<file path="src/rtl/button_conditioner.sv">
// Two-channel push-button conditioner. Each channel applies optional
// polarity inversion, a 2-flop synchronizer and a debounce state machine
// with a saturating qualification counter, and produces a registered
// debounced level plus one-cycle press and release pulses.
// Channel 0 is button 1, channel 1 is button 2.
module button_conditioner #(
   parameter int unsigned DEBOUNCE_CYCLES = 500000,
   parameter bit          ACTIVE_LOW      = 1'b1
) (
   input  logic clk,
   input  logic rst,
   input  logic btn1,
   input  logic btn2,
   output logic btn1_db,
   output logic btn2_db,
   output logic btn1_press,
   output logic btn2_press,
   output logic btn1_release,
   output logic btn2_release
);

   localparam int unsigned CW = $clog2(DEBOUNCE_CYCLES);
   localparam logic [CW-1:0] CNT_MAX = CW'(DEBOUNCE_CYCLES - 1);

   typedef enum logic [1:0] {
      STABLE_LOW  = 2'd0,
      PEND_HIGH   = 2'd1,
      STABLE_HIGH = 2'd2,
      PEND_LOW    = 2'd3
   } state_e;

   logic [1:0]    btn_raw;
   logic [1:0]    btn_pol;
   logic [1:0]    sync1_q;
   logic [1:0]    sync2_q;
   state_e        state_q   [2];
   state_e        state_d   [2];
   logic [CW-1:0] cnt_q     [2];
   logic [CW-1:0] cnt_d     [2];
   logic [1:0]    db_q;
   logic [1:0]    db_d;
   logic [1:0]    press_q;
   logic [1:0]    press_d;
   logic [1:0]    release_q;
   logic [1:0]    release_d;

   // Internally 1 always means "pressed", whatever the pin polarity.
   assign btn_raw = {btn2, btn1};
   assign btn_pol = ACTIVE_LOW ? ~btn_raw : btn_raw;

   // Synchronizer, state, counter and output registers for both channels.
   always_ff @(posedge clk) begin
      if (rst) begin
         sync1_q   <= '0;
         sync2_q   <= '0;
         db_q      <= '0;
         press_q   <= '0;
         release_q <= '0;
         for (int ch = 0; ch < 2; ch++) begin
            state_q[ch] <= STABLE_LOW;
            cnt_q[ch]   <= '0;
         end
      end else begin
         sync1_q   <= btn_pol;
         sync2_q   <= sync1_q;
         db_q      <= db_d;
         press_q   <= press_d;
         release_q <= release_d;
         for (int ch = 0; ch < 2; ch++) begin
            state_q[ch] <= state_d[ch];
            cnt_q[ch]   <= cnt_d[ch];
         end
      end
   end

   // Debounce next-state: a new level is committed only after it has been
   // seen on sync2 for the entry cycle plus DEBOUNCE_CYCLES confirming
   // cycles; any opposite sample during the pending window rejects it.
   always_comb begin
      for (int ch = 0; ch < 2; ch++) begin
         state_d[ch]   = state_q[ch];
         cnt_d[ch]     = cnt_q[ch];
         db_d[ch]      = db_q[ch];
         press_d[ch]   = 1'b0;
         release_d[ch] = 1'b0;
         case (state_q[ch])
            STABLE_LOW: begin
               if (sync2_q[ch]) begin
                  state_d[ch] = PEND_HIGH;
                  cnt_d[ch]   = '0;
               end
            end
            PEND_HIGH: begin
               if (!sync2_q[ch]) begin
                  state_d[ch] = STABLE_LOW;
                  cnt_d[ch]   = '0;
               end else if (cnt_q[ch] == CNT_MAX) begin
                  state_d[ch] = STABLE_HIGH;
                  cnt_d[ch]   = '0;
                  db_d[ch]    = 1'b1;
                  press_d[ch] = 1'b1;
               end else begin
                  cnt_d[ch] = cnt_q[ch] + 1'b1;
               end
            end
            STABLE_HIGH: begin
               if (!sync2_q[ch]) begin
                  state_d[ch] = PEND_LOW;
                  cnt_d[ch]   = '0;
               end
            end
            PEND_LOW: begin
               if (sync2_q[ch]) begin
                  state_d[ch] = STABLE_HIGH;
                  cnt_d[ch]   = '0;
               end else if (cnt_q[ch] == CNT_MAX) begin
                  state_d[ch]   = STABLE_LOW;
                  cnt_d[ch]     = '0;
                  db_d[ch]      = 1'b0;
                  release_d[ch] = 1'b1;
               end else begin
                  cnt_d[ch] = cnt_q[ch] + 1'b1;
               end
            end
            default: begin
               state_d[ch] = STABLE_LOW;
               cnt_d[ch]   = '0;
            end
         endcase
      end
   end

   assign btn1_db      = db_q[0];
   assign btn2_db      = db_q[1];
   assign btn1_press   = press_q[0];
   assign btn2_press   = press_q[1];
   assign btn1_release = release_q[0];
   assign btn2_release = release_q[1];

endmodule

</file>
<file path="config.mk">
export PLATFORM = sky130hd
export DESIGN_NAME = button_conditioner
export DESIGN_NICKNAME = d
export VERILOG_FILES = /design/src/rtl/button_conditioner.sv
export SDC_FILE = /design/constraint.sdc
export NUM_CORES = 1
export LEC_CHECK = 0
export ABC_CLOCK_PERIOD_IN_PS = 3700
export BUFFER_PORTS_ARGS = -buffer_cell sky130_fd_sc_hd__buf_2
export CAP_MARGIN = 20
export CORE_MARGIN = 5
export CORE_UTILIZATION = 65
export CTS_BUF_LIST = sky130_fd_sc_hd__clkbuf_2
export CTS_CLUSTER_DIAMETER = 100
export DETAILED_ROUTE_END_ITERATION = 8
export PLACE_DENSITY_LB_ADDON = 0.2
export SYNTH_ARGS = -nofsm -noshare
export SYNTH_HDL_FRONTEND = slang
export SYNTH_SLANG_ARGS = --single-unit
</file>
<file path="constraint.sdc">
create_clock -name clk -period 3.7 [get_ports clk]
set_input_delay 0.74 -clock clk [delete_from_list [all_inputs] [get_ports clk]]
set_output_delay 0.74 -clock clk [all_outputs]
set_load 0.05 [all_outputs]
</file>
[Word level (Yosys, flattened, before mapping)]
Memory sizes are Yosys's and may differ from the RTL's.
Cells that the tools add are included.
Cells by class
  bitwise logic cells: 11
  eq/ne operators: 16
  multiplexer cells: 45
  reductions and logical operators: 10
  add/sub/neg operators: 2
Operator list (count)
  19-bit two-way mux: 12
  19-bit one-hot mux with 4 select lines: 2
  19-bit by 1-bit adder with 19-bit output (second input constant): 2
  19-bit == test (second input constant): 2
  2-bit two-way mux: 14
  2-bit != test (second input constant): 8
  2-bit one-hot mux with 4 select lines: 2
  1-bit two-way mux: 13
  3-bit OR reduction: 4
  5-bit AND reduction: 2
  2-bit == test (second input constant): 4
  1-bit NOT: 6
  2-bit by 1-bit == test with 1-bit output (second input constant): 2
  2-bit zero test: 2
  1-bit OR: 4
  1-bit one-hot mux with 2 select lines: 2
  2-bit nonzero test: 2
  2-bit NOT: 1
Storage, ports and cells
  flip-flop bits (word level): 10
  memories: 2
  output and inout port bits: 6
  RAM bits: 42
Memories
  cnt_q: depth 2, width 19, rd ports 2, clocked after Yosys merged registers in 0, write ports 2, RTL line 38  | logic [CW-1:0] cnt_q [2];
  state_q: depth 2, width 2, rd ports 2, clocked after Yosys merged registers in 0, write ports 2, RTL line 36  | state_e state_q [2];

[Longest topological paths before layout]
Gate-level depths: netlist of the first run.
  depth after elaboration: 5
  gate-level depth with buffers: 9
  mapped depth without buffers: 7

[Least setup slack after synthesis of the first run]
OpenSTA, ideal clock, no wires.
  kind: reg-to-reg
  start point: mem state_q[0][0] (netlist bit)
  end point: mem cnt_q[0][2] (netlist bit)
  slack: 1624 ps
  arrival: 1949 ps
  library setup time: 128 ps
  stages on the path, launching flop included: 10
  clock period less this slack: 2076 ps
  required time: 3572 ps
  path through: dfxtp_1 -> inv_1 -> ha_1 -> or3b_2 -> nand2_1 -> clkbuf_1 -> buf_2 -> nor4b_1 -> a21oi_1 -> nor2_1
RTL lines (RTL line)
  from (decl): 36
  to (decl): 38

==> impl_results.md, run 1 <==
* Max Fclk at 0.3841 GHz
* Vias in the first global route at 2082
* Slew HR at 0.3088
* Hold Violations, Final at 0
* Detailed Place HPWL at 3869 um
* Routed vias at 2529
* Wirelength, routed at 5693 um
* Avg Inst Size Synth at 8.090 um^2
* Top_reg_cell synth: dfxtp_1
* Worst skew pair latency at 0.44 ns
* Placed insts at 382
* Layout area overhead at 4.727%
* Drt first pass iters at 5
* CTS clk-pin slew, worst paths at 0.28 ns
* Most frequent cells in the layout: dfxtp_1, nand2_1, nand3_1, a31oi_1, a21oi_1
* Setup violators final at 0
* Die width at 74.77 um
* Port Buf Inserts at 9
* Synthesized cell area at 2726 um^2
* H-tree lvl count at 2
* R2R setup slack at 1.10 ns
* Post-synth top area share at 0.3818
* Layout net count at 351
* Leakage at 0.9338 nW
* Sink Count at 52
* Status: completed
* Initial Util at 0.6767
* Slew of the pin with the lowest slew margin at 1.035 ns
* Register Area at 1041 um^2
* Peak VDD IR at 200.8 uV
* Sw frac at 0.2839
* Ys Warns at 0
* Global route total overflow at 0
* Total negative setup slack at 0 ns
* Num ports at 10
* Ant diodes at 0
* Power Total at 0.001004 W
* Post-CTS Hold Fix Bufs at 0
* Post-synth EDFFs at 0
* Syn_nets at 349
* Hold WC Path Type: primary input to flop
* Tot GR Track Use at 0.2100
* Unique masters post-synth at 49
* Comb power frac at 0.118
* Synth area leader: dfxtp_1
* Crit path time final at 2.603 ns
* Vias per cell at 6.485
* Synth area leaders: dfxtp_1, nand3_1, a31oi_1
* Die area at 5590 um^2
* Final std cells w/o fill at 390
* Pin count of the biggest net entering global routing at 41
* Clock group share of total power at 0.305
* RSZ-0062 raised after global routing: no
* Initial DRC Count at 183
* CTS Buf Count at 5
* Sequential share of power at 0.577
* Post-DRT Antenna Nets at 0
* Post-synthesis sequential area ratio at 0.3818
* Internal at 0.0007188 W
* DRC viols at 0
* Max-slew violations at 0
* CP startpoint kind: flop
* CP Data Required Time at 4.08 ns
* Final GP Congestion at 0.8806
* Layout Skew at 0.01555 ns
* Fraction of registers with async set/reset at 0
* TritonCTS clock tree: yes
* First-pass GRT wire length at 9363 um
* Peak fanout along the critical path at 34
* Net Switching at 0.0002850 W
* Drt wl/cell at 14.60 um
* Synthesized instance count at 337
* Die Height at 74.77 um
* Layout cells sized above 1 at 0.08824
* Post-CTS setup buffer count at 0
* Root Buffer: clkbuf_2
* FP Rows at 23
* Synthesized flop and latch total at 52
* Floorplan core area at 4029 um^2
* CP arrival at 2.99 ns
* Initial antenna violation count at 0
* Power Density at 351.6 nW/um^2
* Fin crit share at 0.7036
* Max cap viols at 0
* Multi-input logic area at 1590 um^2
* Leading cell type in the layout, fill and taps excluded: dfxtp_1
* Final core occ at 0.7087
* # resized after CTS at 0
* Placed Area at 2784 um^2
* Kind of critical path: flop to flop
* Clock Path Buffers at 2
* Kind of end point of the critical path: flop
* Fillers at 332
* Post-route cell area at 2855 um^2
## power by group through the flow
stage / Combinational, W / Clock, W / Sequential (W)
after floorplan: 0.0000924 / 0 / 0.000586
after global placement: 0.000112 / 0 / 0.000589
after detailed placement: 0.000114 / 0 / 0.000590
after CTS: 0.000115 / 0.000311 / 0.000580
after global routing: 0.000129 / 0.000341 / 0.000582
final: 0.000118 / 0.000306 / 0.000580
## worst paths after layout
check | start | to | cells after the start
worst max-delay path | state_q[0][0] | cnt_q[0][3] | 6
worst min-delay path | btn2 | sync1_q[1] | 2
worst max register to register | state_q[0][0] | cnt_q[0][3] | 6
worst min register to register | sync1_q[0] | sync2_q[0] | 1
## cell type report
cell class,count,area share
Tap cell,50,0.02191
Timing Repair Buffer,11,0.02103
Sequential cell,52,0.3646
Multi-Input combinational cell,261,0.5570
Inverter,8,0.01052
Clock inverter,3,0.01621
Clock buffer,5,0.008764
## registers in the layout, summed over array words and instances, names as in the netlist, named ones only
signal and cells:
db_q 2, press_q 2, release_q 2, cnt_q 38, sync2_q 2, state_q 2
sync1_q 2
## worst max-delay path, cell delays in order, from the launching register on
cell,delay (ns)
dfxtp_1,0.48
inv_1,0.08
ha_1,0.29
or3b_2,0.21
nand2_1,0.56
or4_1,0.73
a31oi_1,0.19
## logic make-up after synthesis
kind of cell               synth area share
xor gates and xnor gates            0.01606
muxes                              0.003672
and+or+nand+nor                      0.3474
AOI/OAI and AO/OA                    0.1794
DFF                                  0.3818
adders and majority gates           0.03672
buffers and inverters               0.03488
## cell usage after synthesis (9+ instances only)
| library cell | instances |
|---|---|
| a21oi_1 | 21 |
| a31oi_1 | 24 |
| and3_1 | 9 |
| clkbuf_1 | 9 |
| dfxtp_1 | 52 |
| nand2_1 | 38 |
| nand3_1 | 31 |
| nand4_1 | 13 |
| nor2_1 | 19 |
| nor3_1 | 11 |
| o21ai_0 | 9 |
| or4_1 | 12 |
## layer usage
layer | routed length, um | track usage
met3 | 359 | 0.03071
met5 | 0 | 0
met2 | 2503 | 0.3132
met4 | 52 | 0.07905
met1 | 2777 | 0.3069
## through the flow
step | setup slack, ns | hold slack, ns
after CTS | 1.129 | 0.3639
after detailed placement | 1.200 | 0.4445
after global routing | 0.9303 | 0.3263
final | 1.097 | 0.3852
after floorplan | 1.624 | 0.4138
after global placement | 1.272 | 0.4407
Power figures use the tool's default switching activity.
==> run 2: changes to the inputs <==
--- a/config.mk
+++ b/config.mk
@@ -5,11 +5,11 @@
 export SDC_FILE = /design/constraint.sdc
 export NUM_CORES = 1
 export LEC_CHECK = 0
-export ABC_CLOCK_PERIOD_IN_PS = 3700
+export ABC_CLOCK_PERIOD_IN_PS = 2150
 export BUFFER_PORTS_ARGS = -buffer_cell sky130_fd_sc_hd__buf_2
 export CAP_MARGIN = 20
 export CORE_MARGIN = 5
-export CORE_UTILIZATION = 65
+export CORE_UTILIZATION = 58
 export CTS_BUF_LIST = sky130_fd_sc_hd__clkbuf_2
 export CTS_CLUSTER_DIAMETER = 100
 export DETAILED_ROUTE_END_ITERATION = 8
==> constraint.sdc (replaced) <==
create_clock -name clk -period 2.15 [get_ports clk]
set_input_delay 0.43 -clock clk [delete_from_list [all_inputs] [get_ports clk]]
set_output_delay 0.43 -clock clk [all_outputs]
set_load 0.05 [all_outputs]
==> run 2 against run 1 <==
  * Setup slack lost 0.97 ns
  * Non-clock buffer count grew 14
  * Via count grew 1.1%
  * First-iteration DRC count grew 1.6%
  * Clock skew is essentially flat
  * Final cell count grew 4.4%
  * Largest cell class unchanged
  * Largest power group unchanged
==> impl_results.md, run 2 (synthesis gave the netlist of run 1 again) <==
* Leading cell type in the layout, fill and taps excluded: dfxtp_1 (unchanged)
* Post-DRT Antenna Nets at 0 (unchanged)
* Detailed Place HPWL at 4094 um (was 3869 um)
* RSZ-0062 raised after global routing: no (unchanged)
* Initial Util at 0.5889 (was 0.6767)
* Max-slew violations at 0 (unchanged)
* Wirelength, routed at 5800 um (was 5693 um)
* Hold Violations, Final at 0 (unchanged)
* Largest Register: cnt_q (unchanged)
* R2r startpoint: cnt_q[0][25] (was state_q[0][0])
* Peak fanout along the critical path at 6 (was 34)
* FP Rows at 25 (was 23)
* Die width at 78.56 um (was 74.77 um)
* Peak VDD IR at 396.5 uV (was 200.8 uV)
* CP arrival at 2.38 ns (was 2.99 ns)
* Tot GR Track Use at 0.2001 (was 0.2100)
* Leakage at 1.001 nW (was 0.9338 nW)
* Post-CTS Hold Fix Bufs at 0 (unchanged)
* Ant diodes at 0 (unchanged)
* Routed vias at 2556 (was 2529)
* Worst Path Buf+Inv at 1 (unchanged)
* CTS clk-pin slew, worst paths at 0.24 ns (was 0.28 ns)
* Power Density at 535.9 nW/um^2 (was 351.6 nW/um^2)
* Kind of end point of the critical path: flop (unchanged)
* Max incr delay on CP at 0.52 ns (was 0.73 ns)
* Floorplan core area at 4629 um^2 (was 4029 um^2)
* Top delay family on crit path: simple AND/OR/NAND/NOR gates (unchanged)
* Hold Crit Start: btn2 (unchanged)
* Max reg flops at 38 (unchanged)
* TritonCTS clock tree: yes (unchanged)
* Port Buf Inserts at 9 (unchanged)
* Final std cells w/o fill at 407 (was 390)
* Clock Path Buffers at 2 (unchanged)
* Slew of the pin with the lowest slew margin at 0.4997 ns (was 1.035 ns)
* Crit path time final at 2.028 ns (was 2.603 ns)
* H-tree lvl count at 2 (unchanged)
* Die Height at 78.56 um (was 74.77 um)
* Hold EP: sync1_q[1] (unchanged)
* Global route total overflow at 0 (unchanged)
* Vias in the first global route at 2291 (was 2082)
* Worst Hold Path Cells at 2 (unchanged)
* Placed insts at 400 (was 382)
* Sink Count at 52 (unchanged)
* CP Data Required Time at 2.50 ns (was 4.08 ns)
* Layout net count at 365 (was 351)
* Worst skew pair latency at 0.42 ns (was 0.44 ns)
* Layout Skew at 0.01513 ns (was 0.01555 ns)
* Max Fclk at 0.4931 GHz (was 0.3841 GHz)
* Drt first pass iters at 4 (was 5)
* Fillers at 422 (was 332)
* Initial antenna violation count at 0 (unchanged)
* Fin crit share at 0.9433 (was 0.7036)
* Max cap viols at 0 (unchanged)
* Initial DRC Count at 186 (was 183)
* First-pass GRT wire length at 10110 um (was 9363 um)
* Capturing point of the worst reg2reg path: db_q[1] (was cnt_q[0][3])
* CTS Buf Count at 5 (unchanged)
* Status: completed (unchanged)
* Vias per cell at 6.280 (was 6.485)
* CP startpoint kind: flop (unchanged)
* R2R cell count at 6 (unchanged)
* Die area at 6172 um^2 (was 5590 um^2)
* Root Buffer: clkbuf_2 (unchanged)
* Kind of critical path: flop to flop (unchanged)
* Final GP Congestion at 0.8204 (was 0.8806)
* Worst path cell trace: or4_4 -> nor4_4 -> buf_4 -> and2_1 -> a31oi_1 -> a2111oi_2 (was inv_1 -> ha_1 -> or3b_2 -> nand2_1 -> or4_1 -> a31oi_1)
* Layout area overhead at 8.765% (was 4.727%)
* CP max stage cell: or4_4 (was or4_1)
* Setup violators final at 0 (unchanged)
* Num ports at 10 (unchanged)
* Most frequent cells in the layout: dfxtp_1, nand2_1, nand3_1, a31oi_1, a21oi_1 (unchanged)
* Pin count of the biggest net entering global routing at 40 (was 41)
* Total negative setup slack at 0 ns (unchanged)
* Layout cells sized above 1 at 0.1303 (was 0.08824)
* Hold WC Path Type: primary input to flop (unchanged)
* Drt wl/cell at 14.25 um (was 14.60 um)
* R2R setup slack at 0.12 ns (was 1.10 ns)
* DRC viols at 0 (unchanged)
* Slew HR at 0.6621 (was 0.3088)
-- run 2: cell types whose count changed in the layout (fill, tap and decap cells not counted), sizes merged --
cell and delta:
buf +14, bufinv -1, clkinv +1, inv -1
-- run 2: worst max path at each step --
stage               slack [ns]      endpoint          start  cells after the start
global placement          0.18       db_q[1]   cnt_q[0][25]                      6
global route             0.008  cnt_q[0][10]  state_q[0][0]                      7
CTS                       0.05  cnt_q[0][18]  state_q[0][0]                      7
detailed placement        0.12  cnt_q[0][16]  state_q[0][0]                      7
finish                    0.12       db_q[1]   cnt_q[0][25]                      6
floorplan                 0.07   cnt_q[0][2]  state_q[0][0]                      9
-- run 2: final cells by class --
type / count / area (um^2) / area share
Multi-Input combinational cell: 261 / 1594 / 0.5376
Sequential cell: 52 / 1046 / 0.3527
Timing Repair Buffer: 25 / 190.2 / 0.06413
Tap cell: 54 / 67.56 / 0.02278
Inverter: 8 / 30.03 / 0.01013
Clock buffer: 5 / 25.02 / 0.008439
Clock inverter: 2 / 12.51 / 0.004219
-- run 2: what timing repair did --
item	4_1_cts	5_1_grt
setup endpoints to repair	0	15
setup buffers	0	0
gates resized for setup	0	4
-- run 2: per-layer routing --
layer,track usage,vias to the layer above,part of all wire
li1,-,1299,-
met1,0.2641,1209,0.49
met2,0.3268,43,0.46
met3,0.04472,5,0.046
met4,0.05769,0,0.011
met5,0,-,0
-- run 2: power by group --
group          leakage [nW]  internal [W]  switching (W)  total (W)
logic                 0.555     0.0000781       0.000150   0.000228
clock network        0.0248     0.0000716       0.000292   0.000364
registers             0.421      0.000981      0.0000156   0.000997
-- run 2: per-stage QoR --
stage | utilization | power, W | setup slack (ns) | instance area [um^2] | hold WS (ns)
3_5_place_dp | 0.6305 | 0.001240 | 0.1215 | 2919 | 0.4317
6_report | 0.6405 | 0.001589 | 0.1219 | 2965 | 0.1070
5_1_grt | 0.6405 | 0.001673 | 0.008406 | 2965 | 0.04233
3_3_place_gp | 0.6305 | 0.001232 | 0.1802 | 2919 | 0.4163
4_1_cts | 0.6386 | 0.001608 | 0.04786 | 2957 | 0.07733
2_1_floorplan | - | 0.001168 | 0.07384 | 2726 | 0.4138
